$ cat config.mk
export PLATFORM = sky130hd
export DESIGN_NAME = fifo_rd_stream
export DESIGN_NICKNAME = d
export VERILOG_FILES = /design/src/rtl/fifo_pkg.sv /design/src/rtl/fifo_rd_stream.sv
export SDC_FILE = /design/constraint.sdc
export NUM_CORES = 1
export LEC_CHECK = 0
export CAP_MARGIN = 5
export CORE_MARGIN = 8
export CORE_UTILIZATION = 48
export CTS_CLUSTER_DIAMETER = 80
export DETAILED_ROUTE_END_ITERATION = 6
export PLACE_DENSITY = 0.84
export SETUP_SLACK_MARGIN = 0.4
export SLEW_MARGIN = 20
export SYNTH_ARGS = -nofsm -noshare
export SYNTH_HDL_FRONTEND = slang
export SYNTH_SLANG_ARGS = --single-unit
$ cat constraint.sdc
create_clock -name clk -period 3.2 [get_ports clk]
set_input_delay 0.8 -clock clk [delete_from_list [all_inputs] [get_ports clk]]
set_output_delay 0.8 -clock clk [all_outputs]
set_load 0.005 [all_outputs]
$ cat src/rtl/fifo_pkg.sv
// Shared defaults for the sync FIFO and its read-side stream adapter.
package fifo_pkg;

    localparam int unsigned FIFO_WIDTH = 32;
    localparam int unsigned FIFO_DEPTH = 16;

    // Occupancy of the two-slot (head + skid) output buffer.
    typedef enum logic [1:0] {
        OCC_0 = 2'd0,
        OCC_1 = 2'd1,
        OCC_2 = 2'd2
    } occ_t;

endpackage

$ cat src/rtl/fifo_rd_stream.sv
// Converts a combinational-read sync FIFO interface into a valid/ready
// stream. A head slot drives m_data straight from a register and a skid
// slot absorbs the word popped while the head is stalled, so fifo_pop never
// has to look at m_ready.
module fifo_rd_stream
    import fifo_pkg::*;
#(
    parameter int unsigned WIDTH = FIFO_WIDTH,
    parameter int unsigned CNT_W = 16
) (
    input  logic             clk,
    input  logic             rst_n,
    input  logic             fifo_empty,
    input  logic [WIDTH-1:0] fifo_rd_data,
    output logic             fifo_pop,
    input  logic             flush,
    output logic             m_valid,
    output logic [WIDTH-1:0] m_data,
    input  logic             m_ready,
    output logic [CNT_W-1:0] beat_cnt
);

    localparam logic [CNT_W-1:0] CNT_ONE = 1;

    occ_t             occ;
    logic [WIDTH-1:0] head;
    logic [WIDTH-1:0] skid;
    logic             beat;

    // Pop whenever there is room; rst_n gates it so no pop escapes during reset.
    always_comb begin
        fifo_pop = rst_n && !fifo_empty && (occ != OCC_2) && !flush;
        beat     = (occ != OCC_0) && m_ready && !flush;
    end

    assign m_valid = (occ != OCC_0);
    assign m_data  = head;

    // Slot/occupancy update: occ tracks occ + pop - beat, flush empties it.
    always_ff @(posedge clk or negedge rst_n) begin
        if (!rst_n) begin
            occ  <= OCC_0;
            head <= '0;
            skid <= '0;
        end else if (flush) begin
            occ <= OCC_0;
        end else begin
            unique case (occ)
                OCC_0: begin
                    if (fifo_pop) begin
                        head <= fifo_rd_data;
                        occ  <= OCC_1;
                    end
                end
                OCC_1: begin
                    if (fifo_pop && beat) begin
                        head <= fifo_rd_data;
                    end else if (fifo_pop) begin
                        skid <= fifo_rd_data;
                        occ  <= OCC_2;
                    end else if (beat) begin
                        occ <= OCC_0;
                    end
                end
                OCC_2: begin
                    // No pop is possible here, so only the skid-to-head move remains.
                    if (beat) begin
                        head <= skid;
                        occ  <= OCC_1;
                    end
                end
                default: occ <= OCC_0;
            endcase
        end
    end

    // Accepted-beat counter; wraps naturally and survives flush.
    always_ff @(posedge clk or negedge rst_n) begin
        if (!rst_n) begin
            beat_cnt <= '0;
        end else if (beat) begin
            beat_cnt <= beat_cnt + CNT_ONE;
        end
    end

endmodule
### Word-level counts from Yosys, hierarchy flattened

Cells that the tools add are included.
Widths: inputs -> output; s select.

| operators by class | value |
|---|---|
| bitwise operators | 2 |
| mux-type cells | 11 |
| eq/ne operators | 10 |
| add/subtract/negate cells | 1 |
| reduce and logical (&&, ||, !) cells | 14 |

Operators with widths:

| operator | count |
|---|---|
| $mux 32 | 3 |
| $pmux 32 s3 | 1 |
| $add 16x1->16 const B | 1 |
| $mux 2 | 6 |
| $ne 3x3->1 const B | 3 |
| $ne 2x2->1 const B | 4 |
| $reduce_and 4->1 | 2 |
| $logic_and 1x1->1 | 6 |
| $pmux 2 s3 | 1 |
| $reduce_and 5->1 | 1 |
| $ne 4x4->1 const B | 1 |
| $reduce_bool 3->1 | 1 |
| $eq 2x1->1 const B | 1 |
| $eq 2x2->1 const B | 1 |
| $logic_not 1->1 | 2 |
| $logic_not 2->1 | 1 |
| $not 1->1 | 2 |
| $reduce_bool 2->1 | 1 |

| storage, ports and cells | value |
|---|---|
| output and inout port bits | 50 |
| word-level logic and storage cells | 42 |
| bits in registers | 82 |
| bits of input ports | 37 |

### Depth between registers and ports, before layout

| logic depth | value |
|---|---|
| word-level depth | 8 |
| gate-level depth with buffers | 5 |
| gate-level depth less buffers | 5 |

### Worst setup path after synthesis

Ideal clock, no wire load.

| timing | value |
|---|---|
| path kind | input-to-reg |
| start | in fifo_empty |
| end | reg head[0], in the netlist m_data[0] |
| data required time | 3075 ps |
| stages on the path | 5 |
| path buffers | 1 |
| slack | 977 ps |
| data arrival time | 2099 ps |
| setup time | 125 ps |
| cell sequence | nand2b_1 -> or3_1 -> a21oi_4 -> buf_6 -> mux2_2 |

| between the ends | value |
|---|---|
| word-level cells in the longest chain between the ends | 7 |
| elaborated cells on any way between the ends | 8 |
| those cells by class | eq/ne (2); reduce/logical (6) |

RTL lines:

| item | line | source |
|---|---|---|
| start, declared | fifo_rd_stream.sv:13 | `input logic fifo_empty,` |
| $logic_not 1->1 * | fifo_rd_stream.sv:32 | `fifo_pop = rst_n && !fifo_empty && (occ != OCC_2) && !flush;` |
| $logic_and 1x1->1 * (3 in series) | fifo_rd_stream.sv:32 |  |
| $logic_and 1x1->1 | fifo_rd_stream.sv:56 | `if (fifo_pop && beat) begin` |
| $ne 2x2->1 (no line) | -- |  |
| $reduce_and 5->1 (no line) * | -- |  |
| end signal, assigned | fifo_rd_stream.sv:51 | `head <= fifo_rd_data;` |
| end signal, assigned | fifo_rd_stream.sv:57 | `head <= fifo_rd_data;` |
| end signal, assigned | fifo_rd_stream.sv:68 | `head <= skid;` |
| end, declared | fifo_rd_stream.sv:26 | `logic [WIDTH-1:0] head;` |

Mark *: on every way between the ends. The rest lies on a longest branch, timed or not.
A chain may end at the register's enable or synchronous reset.

### Final worst setup path

| timing | value |
|---|---|
| start | in fifo_empty |
| end | out fifo_pop |

| between the ends | value |
|---|---|
| word-level cells in the longest chain between the ends | 4 |

RTL lines:

| item | line | source |
|---|---|---|
| $logic_not 1->1 | fifo_rd_stream.sv:32 |  |
| $logic_and 1x1->1 (3 in series) | fifo_rd_stream.sv:32 |  |
| end, declared | fifo_rd_stream.sv:15 | `output logic fifo_pop,` |

No other way between the ends.

==> results by group <==
Outcome
  • Status: completed

Clocking
  • Worst-Skew Late Latency: 350 ps
  • CTS tree: done
  • Htree depth: 3
  • Clock Sinks: 82
  • CTS max path bufs: 2
  • Clk slew on worst S/H paths: about 80 ps
  • Cts bufs inserted: 9
  • Postcts setup bufs: 0
  • CTS root buffer: clkbuf_8

STA
  • Setup ws final: about 640 ps
  • Skew final: 11.3 ps
  • Max_slew headroom: 58.1%
  • Final Critical Period: ~2600 ps
  • Hold Fails Final Rpt: 0
  • Fin crit share: 80.0%
  • Endpoints failing setup: 0
  • Setup TNS: 0 ps
  • Slew Limit Fails: 0
  • RSZ-0062 raised after global routing: no
  • Worst slew pin tran: 629 ps
  • Fmax: 390 MHz

Detailed routing
  • Average wire per standard cell: 17.0 um
  • Vias per cell: ~5.1
  • DR DRC count: 0
  • First drt pass iteration count: 6
  • WL final: around 7.7 mm
  • DR vias: ~2300
  • DRT antenna net count: 0
  • 1st-iter DRT viols: 76

Cells and area
  • Fin util: 65.0%
  • Diodes inserted: 0
  • Area grow syn2layout: 31.8%
  • Nets: 386
  • Most frequent cells in the layout: 84 x clkdlybuf4s50_1, 82 x dfrtp_1, 68 x mux2_2
  • Commonest non-fill, non-tap cell in the layout: clkdlybuf4s50_1
  • Share of layout cells above drive strength 1: 35.5%
  • Filler Cell Count: 587

Synth
  • Top-area cell type share of the netlist area: 54.2%
  • Post-Synthesis Cells: 255
  • Mapped Avg Cell Area: 14.9 um^2
  • Yosys warnings: 0
  • Post-synth EDFFs: 0
  • Synth area leader: dfrtp_1
  • Seq cells post-synth: 82
  • Seq/Total Area, Yosys: 54.2%
  • Synthesized Nets: a little under 300
  • Ys flop type: dfrtp_1
  • Post-synth cell types: 29
  • Leading cell types by total area after synthesis: dfrtp_1 54%, mux2_2 20%, mux2_4 11%, xnor2_1 2.5%, buf_6 2.1%
  • Async SR Flop Fraction: 100%
  • Netlist Area Pre-Place: around 3800 um^2

Critical path
  • Reg2reg setup slack: ~1200 ps
  • Crit path arrival time: between 1500 and 2000 ps
  • FF-to-FF Start: occ[0]
  • Kind of critical path: in2out
  • Critical Path RT: 2400 ps
  • Crit Path Max Fanout: 5
  • Crit start category: input pin
  • Crit end category: output port
  • Worst reg2reg path depth: 4
  • Crit Reg-Reg Endpoint: skid[7]

Worst hold path
  • Worst hold path class: reg2reg
  • Hold-critical path depth: 1
  • Hold EP: beat_cnt[15]
  • Hold path start: beat_cnt[15]

Run
  • Max Cap Viol: 0

Global route
  • First-pass GRT wire length: 13.3 mm
  • Initial antenna violation count: 0
  • Total Routing Usage GR: 14.8%
  • Congestion Overflow GR: 0
  • Largest net degree at the start of global routing: 52
  • Vias in the first global route: 2645

Place
  • Post-place setup slack: roughly 280 ps
  • Number of port buffers: 86
  • Detailed Place HPWL: 5.47 mm
  • GP Congestion: 0.717

Power and ir drop
  • Power per cell area: ~590 nW/um^2
  • Leakage: 2.25 nW
  • Max rail drop VDD: approximately 0.31 mV

Floorplanning
  • Rows: 32
  • DIE HEIGHT: 105 um
  • Core Area: 7690 um^2
  • Die W: 105 um
  • # IOs: 87
  • Initial core utilization: 49.3%
  • Die area: between 10000 and 15000 um^2
layer usage:
metal  vias to the layer above  share of wire (%)  global-route usage [%]
met5                         -                  0                       0
met4                         0               0.96                    4.49
met3                         9                6.1                    5.90
met2                        61                 49                    24.6
met1                      1179                 44                    17.1
li1                       1087                  -                       -
cell families after synthesis:
group	Yosys count	synth area share, %
buffers and inverters	14	2.87
AO/OA/AOI/OAI	3	0.859
flip-flops	82	54.2
multiplexers	98	32.0
AND/OR/NAND/NOR	42	6.34
adder cells (fa/ha/maj)	1	0.330
XOR/XNOR	15	3.47
metrics by stage:
stage,total power [mW],cell area (um^2),hold WS [ps],std cells
CTS,2.97,4990,504,454
global placement,1.97,4730,460,439
global route,3.07,4990,519,454
floorplan,1.62,3790,468,255
detailed placement,1.99,4730,489,439
finish,2.93,4990,487,454
synthesized netlist by cell type, drive strengths merged, types with 2 or more instances:
cell type	n
buf	10
xnor2	11
clkbuf	2
nand2	9
mux2	97
nor3	5
and3	4
nor2	5
nand2b	2
dfrtp	82
nand3	6
nor2b	2
inv	2
xor2	4
or4b	2
nand4	3
flip-flops by register name, summed over array words and instances, names as in the netlist:
| signal | count |
|---|---|
| occ | 2 |
| beat_cnt | 16 |
| skid | 32 |
| m_data | 32 |
what timing repair did:
action | 4_1_cts | 5_1_grt
endpoints found under the hold margin | 0 | 0
hold buffers | 0 | 0
setup endpoints to repair | 1 | 0
gates resized for setup | 2 | 0
worst max path at each step:
| stage | from | end | slack [ps] | cells past startpoint |
|---|---|---|---|---|
| after floorplan | fifo_empty | m_data[0] | 980 | 5 |
| after global placement | fifo_empty | fifo_pop | 320 | 4 |
| after detailed placement | fifo_empty | fifo_pop | 280 | 4 |
| after CTS | fifo_empty | fifo_pop | 630 | 4 |
| after global routing | fifo_empty | fifo_pop | 580 | 4 |
| final | fifo_empty | fifo_pop | 640 | 4 |
final cells by class:
| type | count | area, um^2 | share of cell area, % |
|---|---|---|---|
| sequential | 82 | 2050 | 41.1 |
| multi-input combinational | 159 | 1640 | 32.7 |
| timing repair buffer | 94 | 917 | 18.4 |
| clock buffer | 10 | 128 | 2.56 |
| clock inverter | 5 | 128 | 2.56 |
| tap | 102 | 128 | 2.56 |
| inverter | 2 | 7.51 | 0.150 |
worst max-delay path: stages:
cell	delay [ps]
clkdlybuf4s50_1	420
nand2b_4	170
nor3_1	120
dlygate4sd2_1	260
power breakdown:
group | internal, mW | switching, mW
Combinational | 0.440 | 0.176
Clock | 0.594 | 0.367
Sequential | 1.23 | 0.123
Power figures use the tool's default switching activity.
